### src/rtl/axis_rr_packet_arbiter.sv
// Packet-granular round-robin arbiter sharing one AXI-Stream egress between N_SRC sources.
// Grants are held until tlast is accepted; a watchdog releases a grant whose source stalls mid-packet.
module axis_rr_packet_arbiter #(
    parameter int unsigned N_SRC      = 4,
    parameter int unsigned DATA_WIDTH = 8,
    parameter int unsigned DEST_WIDTH = 4,
    parameter int unsigned USER_WIDTH = 4,
    parameter int unsigned ID_WIDTH   = 2,
    parameter int unsigned STALL_MAX  = 255
) (
    input  logic                             clk,
    input  logic                             resn,
    input  logic                             enable,
    input  logic [N_SRC-1:0]                 s_tvalid,
    output logic [N_SRC-1:0]                 s_tready,
    input  logic [N_SRC-1:0]                 s_tlast,
    input  logic [N_SRC*DATA_WIDTH-1:0]      s_tdata,
    input  logic [N_SRC*DEST_WIDTH-1:0]      s_tdest,
    input  logic [N_SRC*USER_WIDTH-1:0]      s_tuser,
    output logic                             m_tvalid,
    input  logic                             m_tready,
    output logic                             m_tlast,
    output logic [DATA_WIDTH-1:0]            m_tdata,
    output logic [DEST_WIDTH-1:0]            m_tdest,
    output logic [USER_WIDTH-1:0]            m_tuser,
    output logic [ID_WIDTH-1:0]              m_tid,
    output logic                             busy,
    output logic                             err_stall
);

    localparam int unsigned SEL_W = $clog2(N_SRC);
    localparam int unsigned CNT_W = $clog2(STALL_MAX + 1);

    typedef enum logic {
        S_IDLE = 1'b0,
        S_BUSY = 1'b1
    } state_t;

    state_t           state_q, state_d;
    logic [SEL_W-1:0] grant_q, grant_d;
    logic [SEL_W-1:0] rr_ptr_q, rr_ptr_d;
    logic [CNT_W-1:0] stall_cnt_q, stall_cnt_d;
    logic [SEL_W-1:0] next_ptr;
    logic [SEL_W-1:0] pick;
    logic             found;
    int unsigned      idx;

    assign busy      = (state_q == S_BUSY);
    assign m_tid     = busy ? ID_WIDTH'(grant_q) : '0;
    assign next_ptr  = (grant_q == SEL_W'(N_SRC - 1)) ? '0 : grant_q + SEL_W'(1);
    assign err_stall = busy && !m_tvalid && (stall_cnt_q == CNT_W'(STALL_MAX - 1));

    // Zero-latency passthrough of the granted source; everything idles low otherwise.
    always_comb begin
        s_tready = '0;
        m_tvalid = 1'b0;
        m_tlast  = 1'b0;
        m_tdata  = '0;
        m_tdest  = '0;
        m_tuser  = '0;
        for (int unsigned i = 0; i < N_SRC; i++) begin
            if (busy && (grant_q == SEL_W'(i))) begin
                s_tready[i] = m_tready;
                m_tvalid    = s_tvalid[i];
                m_tlast     = s_tlast[i];
                m_tdata     = s_tdata[i*DATA_WIDTH +: DATA_WIDTH];
                m_tdest     = s_tdest[i*DEST_WIDTH +: DEST_WIDTH];
                m_tuser     = s_tuser[i*USER_WIDTH +: USER_WIDTH];
            end
        end
    end

    // Next-state: round-robin pick in IDLE, packet lock and stall watchdog in BUSY.
    always_comb begin
        state_d     = state_q;
        grant_d     = grant_q;
        rr_ptr_d    = rr_ptr_q;
        stall_cnt_d = stall_cnt_q;
        found       = 1'b0;
        pick        = '0;
        idx         = '0;
        case (state_q)
            S_IDLE: begin
                stall_cnt_d = '0;
                if (enable) begin
                    for (int unsigned k = 0; k < N_SRC; k++) begin
                        idx = 32'(rr_ptr_q) + k;
                        if (idx >= N_SRC) idx = idx - N_SRC;
                        if (!found && s_tvalid[SEL_W'(idx)]) begin
                            found = 1'b1;
                            pick  = SEL_W'(idx);
                        end
                    end
                end
                if (found) begin
                    state_d = S_BUSY;
                    grant_d = pick;
                end
            end
            S_BUSY: begin
                stall_cnt_d = m_tvalid ? '0 : stall_cnt_q + CNT_W'(1);
                if ((m_tvalid && m_tready && m_tlast) || err_stall) begin
                    state_d     = S_IDLE;
                    rr_ptr_d    = next_ptr;
                    stall_cnt_d = '0;
                end
            end
            default: state_d = S_IDLE;
        endcase
    end

    always_ff @(posedge clk or negedge resn) begin
        if (!resn) begin
            state_q     <= S_IDLE;
            grant_q     <= '0;
            rr_ptr_q    <= '0;
            stall_cnt_q <= '0;
        end else begin
            state_q     <= state_d;
            grant_q     <= grant_d;
            rr_ptr_q    <= rr_ptr_d;
            stall_cnt_q <= stall_cnt_d;
        end
    end

endmodule

### config.mk
export PLATFORM = sky130hd
export DESIGN_NAME = axis_rr_packet_arbiter
export DESIGN_NICKNAME = d
export VERILOG_FILES = /design/src/rtl/axis_rr_packet_arbiter.sv
export SDC_FILE = /design/constraint.sdc
export NUM_CORES = 1
export LEC_CHECK = 0
export ABC_AREA = 1
export BUFFER_PORTS_ARGS = -buffer_cell sky130_fd_sc_hd__buf_4
export CORE_ASPECT_RATIO = 0.6
export CORE_MARGIN = 2
export CORE_UTILIZATION = 45
export DETAILED_ROUTE_END_ITERATION = 12
export MAX_ROUTING_LAYER = met4
export PLACE_DENSITY = 0.82
export SETUP_SLACK_MARGIN = 0.3
export SLEW_MARGIN = 10
export SYNTH_ARGS = -nofsm -noshare
export SYNTH_HDL_FRONTEND = slang
export SYNTH_SLANG_ARGS = --single-unit
### constraint.sdc
create_clock -name clk -period 3.7 [get_ports clk]
set_input_delay 0.185 -clock clk [delete_from_list [all_inputs] [get_ports clk]]
set_output_delay 0.185 -clock clk [all_outputs]
set_load 0.02 [all_outputs]
Word level (Yosys, flattened, before mapping)
Index checks and enable logic that the tools add are counted.
{ "op_classes": {"magnitude_cmp": 8, "n_mux": 69, "n_reduce_logical": 19, "bitwise_logic": 1, "eq_ne": 4, "add_sub_neg": 9} }
{ "op_table": {"columns": ["cell", "count"], "rows": [
  ["8-bit two-way mux", 6],
  ["2-bit two-way mux", 19],
  ["4-bit two-way mux", 8],
  ["1-bit two-way mux", 30],
  ["8-bit case mux with 2 select lines", 1],
  ["2-bit by 3-bit less-than comparator with 1-bit output (second input constant)", 4],
  ["1-bit logical AND", 11],
  ["3-bit greater-or-equal comparator (second input constant)", 3],
  ["8-bit by 1-bit adder with 8-bit output (second input constant)", 1],
  ["1-bit binary-select mux with 2-bit select", 4],
  ["8-bit == test (second input constant)", 1],
  ["2-bit by 1-bit subtractor with 2-bit output (second input constant)", 4],
  ["2-bit by 2-bit adder with 3-bit output (second input constant)", 2],
  ["2-bit == test (second input constant)", 2],
  ["1-bit logical NOT", 4],
  ["2-bit AND reduction", 2],
  ["2-bit by 1-bit adder with 3-bit output (second input constant)", 1],
  ["2-bit by 3-bit greater-or-equal comparator with 1-bit output (second input constant)", 1],
  ["2-bit by 1-bit adder with 2-bit output (second input constant)", 1],
  ["2-bit by 1-bit == test with 1-bit output (second input constant)", 1],
  ["2-bit logical NOT", 1],
  ["1-bit case mux with 2 select lines", 1],
  ["1-bit logical OR", 1],
  ["1-bit NOT", 1]
]} }
{ "totals": {"output_inout_bits": 26, "ff_bits": 13, "word_cells": 114, "in_bits": 76} }

Logic depth before layout (Yosys ltp)
{ "logic_depth": {"depth_word": 26, "mapped_depth": 12, "depth_no_buf": 12} }

Worst setup path after synthesis
OpenSTA, ideal clock, no wires.
{ "synth_timing": {"path_kind": "flip-flop to output port", "from": "register grant_q[1]", "to": "output port m_tdata[1]", "n_path_buf": 1, "stages_incl_launch_ff": 10, "required_ns": 3.515, "slack_ns": 1.769, "arrival_ns": 1.746, "path_cell_list": "dfrtp_1 -> inv_1 -> ha_1 -> nand2_4 -> inv_4 -> buf_2 -> nand2_1 -> nand3_1 -> o21ai_0 -> o21ai_0"} }
{ "synth_between": {"elab_chain_len": 6, "elab_cells_between_ends": 12, "classes_between": "eq/ne (3); mux (4); reduce/logical (5)"} }
{ "synth_lines": {"columns": ["item", "line", "rtl"], "rows": [
  ["from (decl)", "40", "logic [SEL_W-1:0] grant_q, grant_d;"],
  ["from (signal assigned)", "120", "grant_q <= grant_d;"],
  ["2-bit logical NOT", "62", "if (busy && (grant_q == SEL_W'(i))) begin"],
  ["1-bit logical AND", "62", null],
  ["8-bit two-way mux (3 in series)", "62", null],
  ["8-bit two-way mux (*)", "62", null],
  ["to (decl)", "23", "output logic [DATA_WIDTH-1:0] m_tdata,"]
]} }
Every way passes the cells marked *; elsewhere a longest branch is shown, timed or not.

Worst setup path in the final report
{ "layout_timing": {"from": "register state_q, in the netlist busy", "to": "output port err_stall"} }
{ "layout_between": {"elab_chain_len": 8, "elab_cells_between_ends": 11, "classes_between": "mux (4); reduce/logical (7)"} }
{ "layout_lines": {"columns": ["item", "line", "rtl"], "rows": [
  ["from (decl)", "39", "state_t state_q, state_d;"],
  ["from (signal assigned)", "119", "state_q <= state_d;"],
  ["1-bit logical AND", "62", null],
  ["1-bit two-way mux (4 in series)", "62", null],
  ["1-bit logical NOT", "51", "assign err_stall = busy && !m_tvalid && (stall_cnt_q == CNT_W'(STALL_MAX - 1));"],
  ["1-bit logical AND (*) (2 in series)", "51", null],
  ["to (decl)", "28", "output logic err_stall"]
]} }
Marked as above.

==> impl_results.md <==
* Status: completed
* R2R depth at 7
* RSZ-0062 raised after global routing: no
* Antenna diode count at 0
* Global route total overflow at 0
* Netlist cell types at 27
* Fin. Hold Viols at 0
* Synth area leaders: nand2_1 23%, dfrtp_1 20%, o21ai_0 11%
* Drt via density at 4.85
* Worst-Skew Late Latency at 0.24 ns
* Vias in the first global route at 1749
* R2R Setup Slk at 1.59 ns
* Final Cycle Share at 0.646
* Total vias in the final route at 1963
* Worst Max-Slew Pin Slew at 0.582 ns
* Largest family of logic cells by synthesized area: simple AND/OR/NAND/NOR gates
* FF+latch count, synth at 13
* Post-route minimum period at 2.39 ns
* Final TNS setup at 0 ns
* Average wire per standard cell at 11.7 microns
* First DRT Iteration DRCs at 54
* Num ports at 102
* Clk pin slew, worst setup/hold paths at 0.05 ns
* Mapped Cells at 264
* Detail Route Antenna Nets at 0
* Syn nets at 346
* CTS buffer count at 3
* CTS tree: built
* Die Height at 50.2 microns
* Post-synthesis xor/xnor area fraction at 0.0329
* Die width at 80.9 microns
* Synthesized area at 1600 sq um
* Slew Viols, Final at 0
* Global-route wire length before repair at 7640 microns
* Simple-Gate Fraction of Synth Area at 0.500
* Leakage at 1.31 nW
* GRT Total Usage at 0.244
* Max Cap Viol at 0
* Post-CTS Resized at 0
* Die area at 4060 sq um
* Initial Util at 0.481
* Critical Path RT at 3.51 ns
* Yosys top cell by area: nand2_1
* Register area share after synthesis at 0.204
* Root Buffer: clkbuf_8
* RR Endpoint: stall_cnt_q[4]
* Largest net degree at the start of global routing at 37
* DP HPWL at 3720 microns
* Power Total at 0.00203 W
* Synth Area in Adders at 0.0470
* Final nets at 443
* Multiplexer share of the synthesized area at 0
* Synth top area share at 0.228
* FP Rows at 16
* Setup crit end kind: output port
* Min-Delay Endpoint: busy
* Area Growth Syn to Fin at 50.8%
* CTS sink cnt at 13
* Htree depth at 1
* Average cell area after synthesis at 6.05 sq um
* Routed WL at 4730 microns
* Crit path arrival time at 2.20 ns
* Post-CTS Setup Repair Bufs at 0
* RePlAce Congestion at 0.848
* IO buf count at 101
* Min-delay worst type: in -> reg
* CP max FO at 36
* Share of layout cells above drive strength 1 at 0.347
* Min-Delay Startpoint: enable
* TritonRoute pass-1 iters at 4
* Initial antenna violation count at 0
* Final Setup Violations at 0
* Crit Path Class: reg -> out
* Maximum clock rate at 419 MHz
* DR DRC count at 0
* Ys Warns at 0
* Max IR drop VDD at 556 uV
* Clk buf depth at 2
* Power density of the placed cells at 844 nW/um^2
* Complex-gate fraction of the synthesized area at 0.125
* Startpoint types: register
* WHS Path Cells at 3
* Skew final at 0.000889 ns
* Core Footprint at 3320 sq um
* Worst relative slew slack at 0.612
* Worst r2r src: busy
-- flip-flops by register name (all words and copies together) (netlist names) --
signal / flops
grant_q: 2
rr_ptr_q: 2
stall_cnt_q: 8
busy: 1
-- synth_stat cells (all sizes together) --
cell type / count
xnor2: 2
a31oi: 1
nor2: 23
nand3: 34
nand4: 3
inv: 23
o21ai: 37
ha: 6
dfrtp: 13
clkbuf: 6
buf: 4
xor2: 4
nor3: 1
a21oi: 1
nand2: 106
-- logic make-up after synthesis --
kind of cell	after synthesis
buf+inv	33
compound gates	39
simple gates	167
xor+xnor	6
flops	13
fa+ha+maj	6
-- worst max path at each step --
stage                     startpoint    endpoint  slack [ns]  cells past startpoint
after floorplan           grant_q[1]  m_tdata[1]        1.77                      9
after global placement          busy   err_stall        1.64                      7
after detailed placement        busy   err_stall        1.58                      6
after CTS                       busy   err_stall        1.28                      6
after global routing            busy   err_stall        1.09                      6
final                           busy   err_stall        1.31                      6
-- final cells by class --
| type | count | area [sq um] |
|---|---|---|
| Sequential cell | 13 | 325 |
| Inverter | 23 | 88.8 |
| Multi-Input combinational cell | 218 | 1130 |
| Tap cell | 45 | 56.3 |
| Clock buffer | 4 | 45.0 |
| Fill cell | 283 | 913 |
| Timing Repair Buffer | 102 | 768 |
-- cells in the final DEF (no fill, tap or decap), types with 2 or more instances in the layout --
| master | netlist | final |
|---|---|---|
| o21ai_0 | 35 | 35 |
| dfrtp_1 | 13 | 13 |
| nand2_4 | 5 | 5 |
| clkbuf_8 | 0 | 3 |
| xor2_1 | 4 | 4 |
| ha_1 | 6 | 6 |
| nand4_1 | 2 | 2 |
| nor2_4 | 3 | 3 |
| nand3_4 | 2 | 2 |
| nand3_1 | 30 | 30 |
| nand2_1 | 97 | 97 |
| xnor2_1 | 2 | 2 |
| nor2_1 | 20 | 20 |
| buf_4 | 1 | 101 |
| inv_1 | 20 | 20 |
| nand3_2 | 2 | 2 |
| nand2_2 | 4 | 4 |
| inv_2 | 2 | 2 |
-- where the power goes --
part | switching, W | leakage [nW] | internal, W
logic | 0.00101 | 1.12 | 0.000643
registers | 0.0000769 | 0.169 | 0.000183
clock network | 0.0000464 | 0.0228 | 0.0000758
-- critical path: stages (launching register included) --
cell,delay (ns)
dfrtp_1,0.71
nand2_1,0.16
inv_2,0.41
nand2_1,0.26
nand4_4,0.21
inv_1,0.06
buf_4,0.15
-- layer usage --
metal	vias to the layer above	wire [microns]	GRT usage
li1	1044	-	-
met1	854	2240	0.331
met2	63	2090	0.395
met3	2	384	0.0468
met4	0	10	0.0226
met5	-	0	-
-- per-stage QoR --
step / util / instance area (sq um) / worst slack, ns / hold WS [ns] / instances
after detailed placement: 0.709 / 2350 / 1.58 / 0.0314 / 400
after floorplan: - / 1600 / 1.77 / -0.111 / 264
after global placement: 0.709 / 2350 / 1.64 / 0.0322 / 400
after global routing: 0.725 / 2410 / 1.09 / 0.227 / 405
final: 0.725 / 2410 / 1.31 / 0.219 / 405
after CTS: 0.725 / 2410 / 1.28 / 0.221 / 405
-- what timing repair did --
action	in CTS	in global routing
hold endpoints to repair	13	0
setup endpoints to repair	0	0
hold buffers	1	0
No activity file was read; power rests on OpenSTA's default activity.
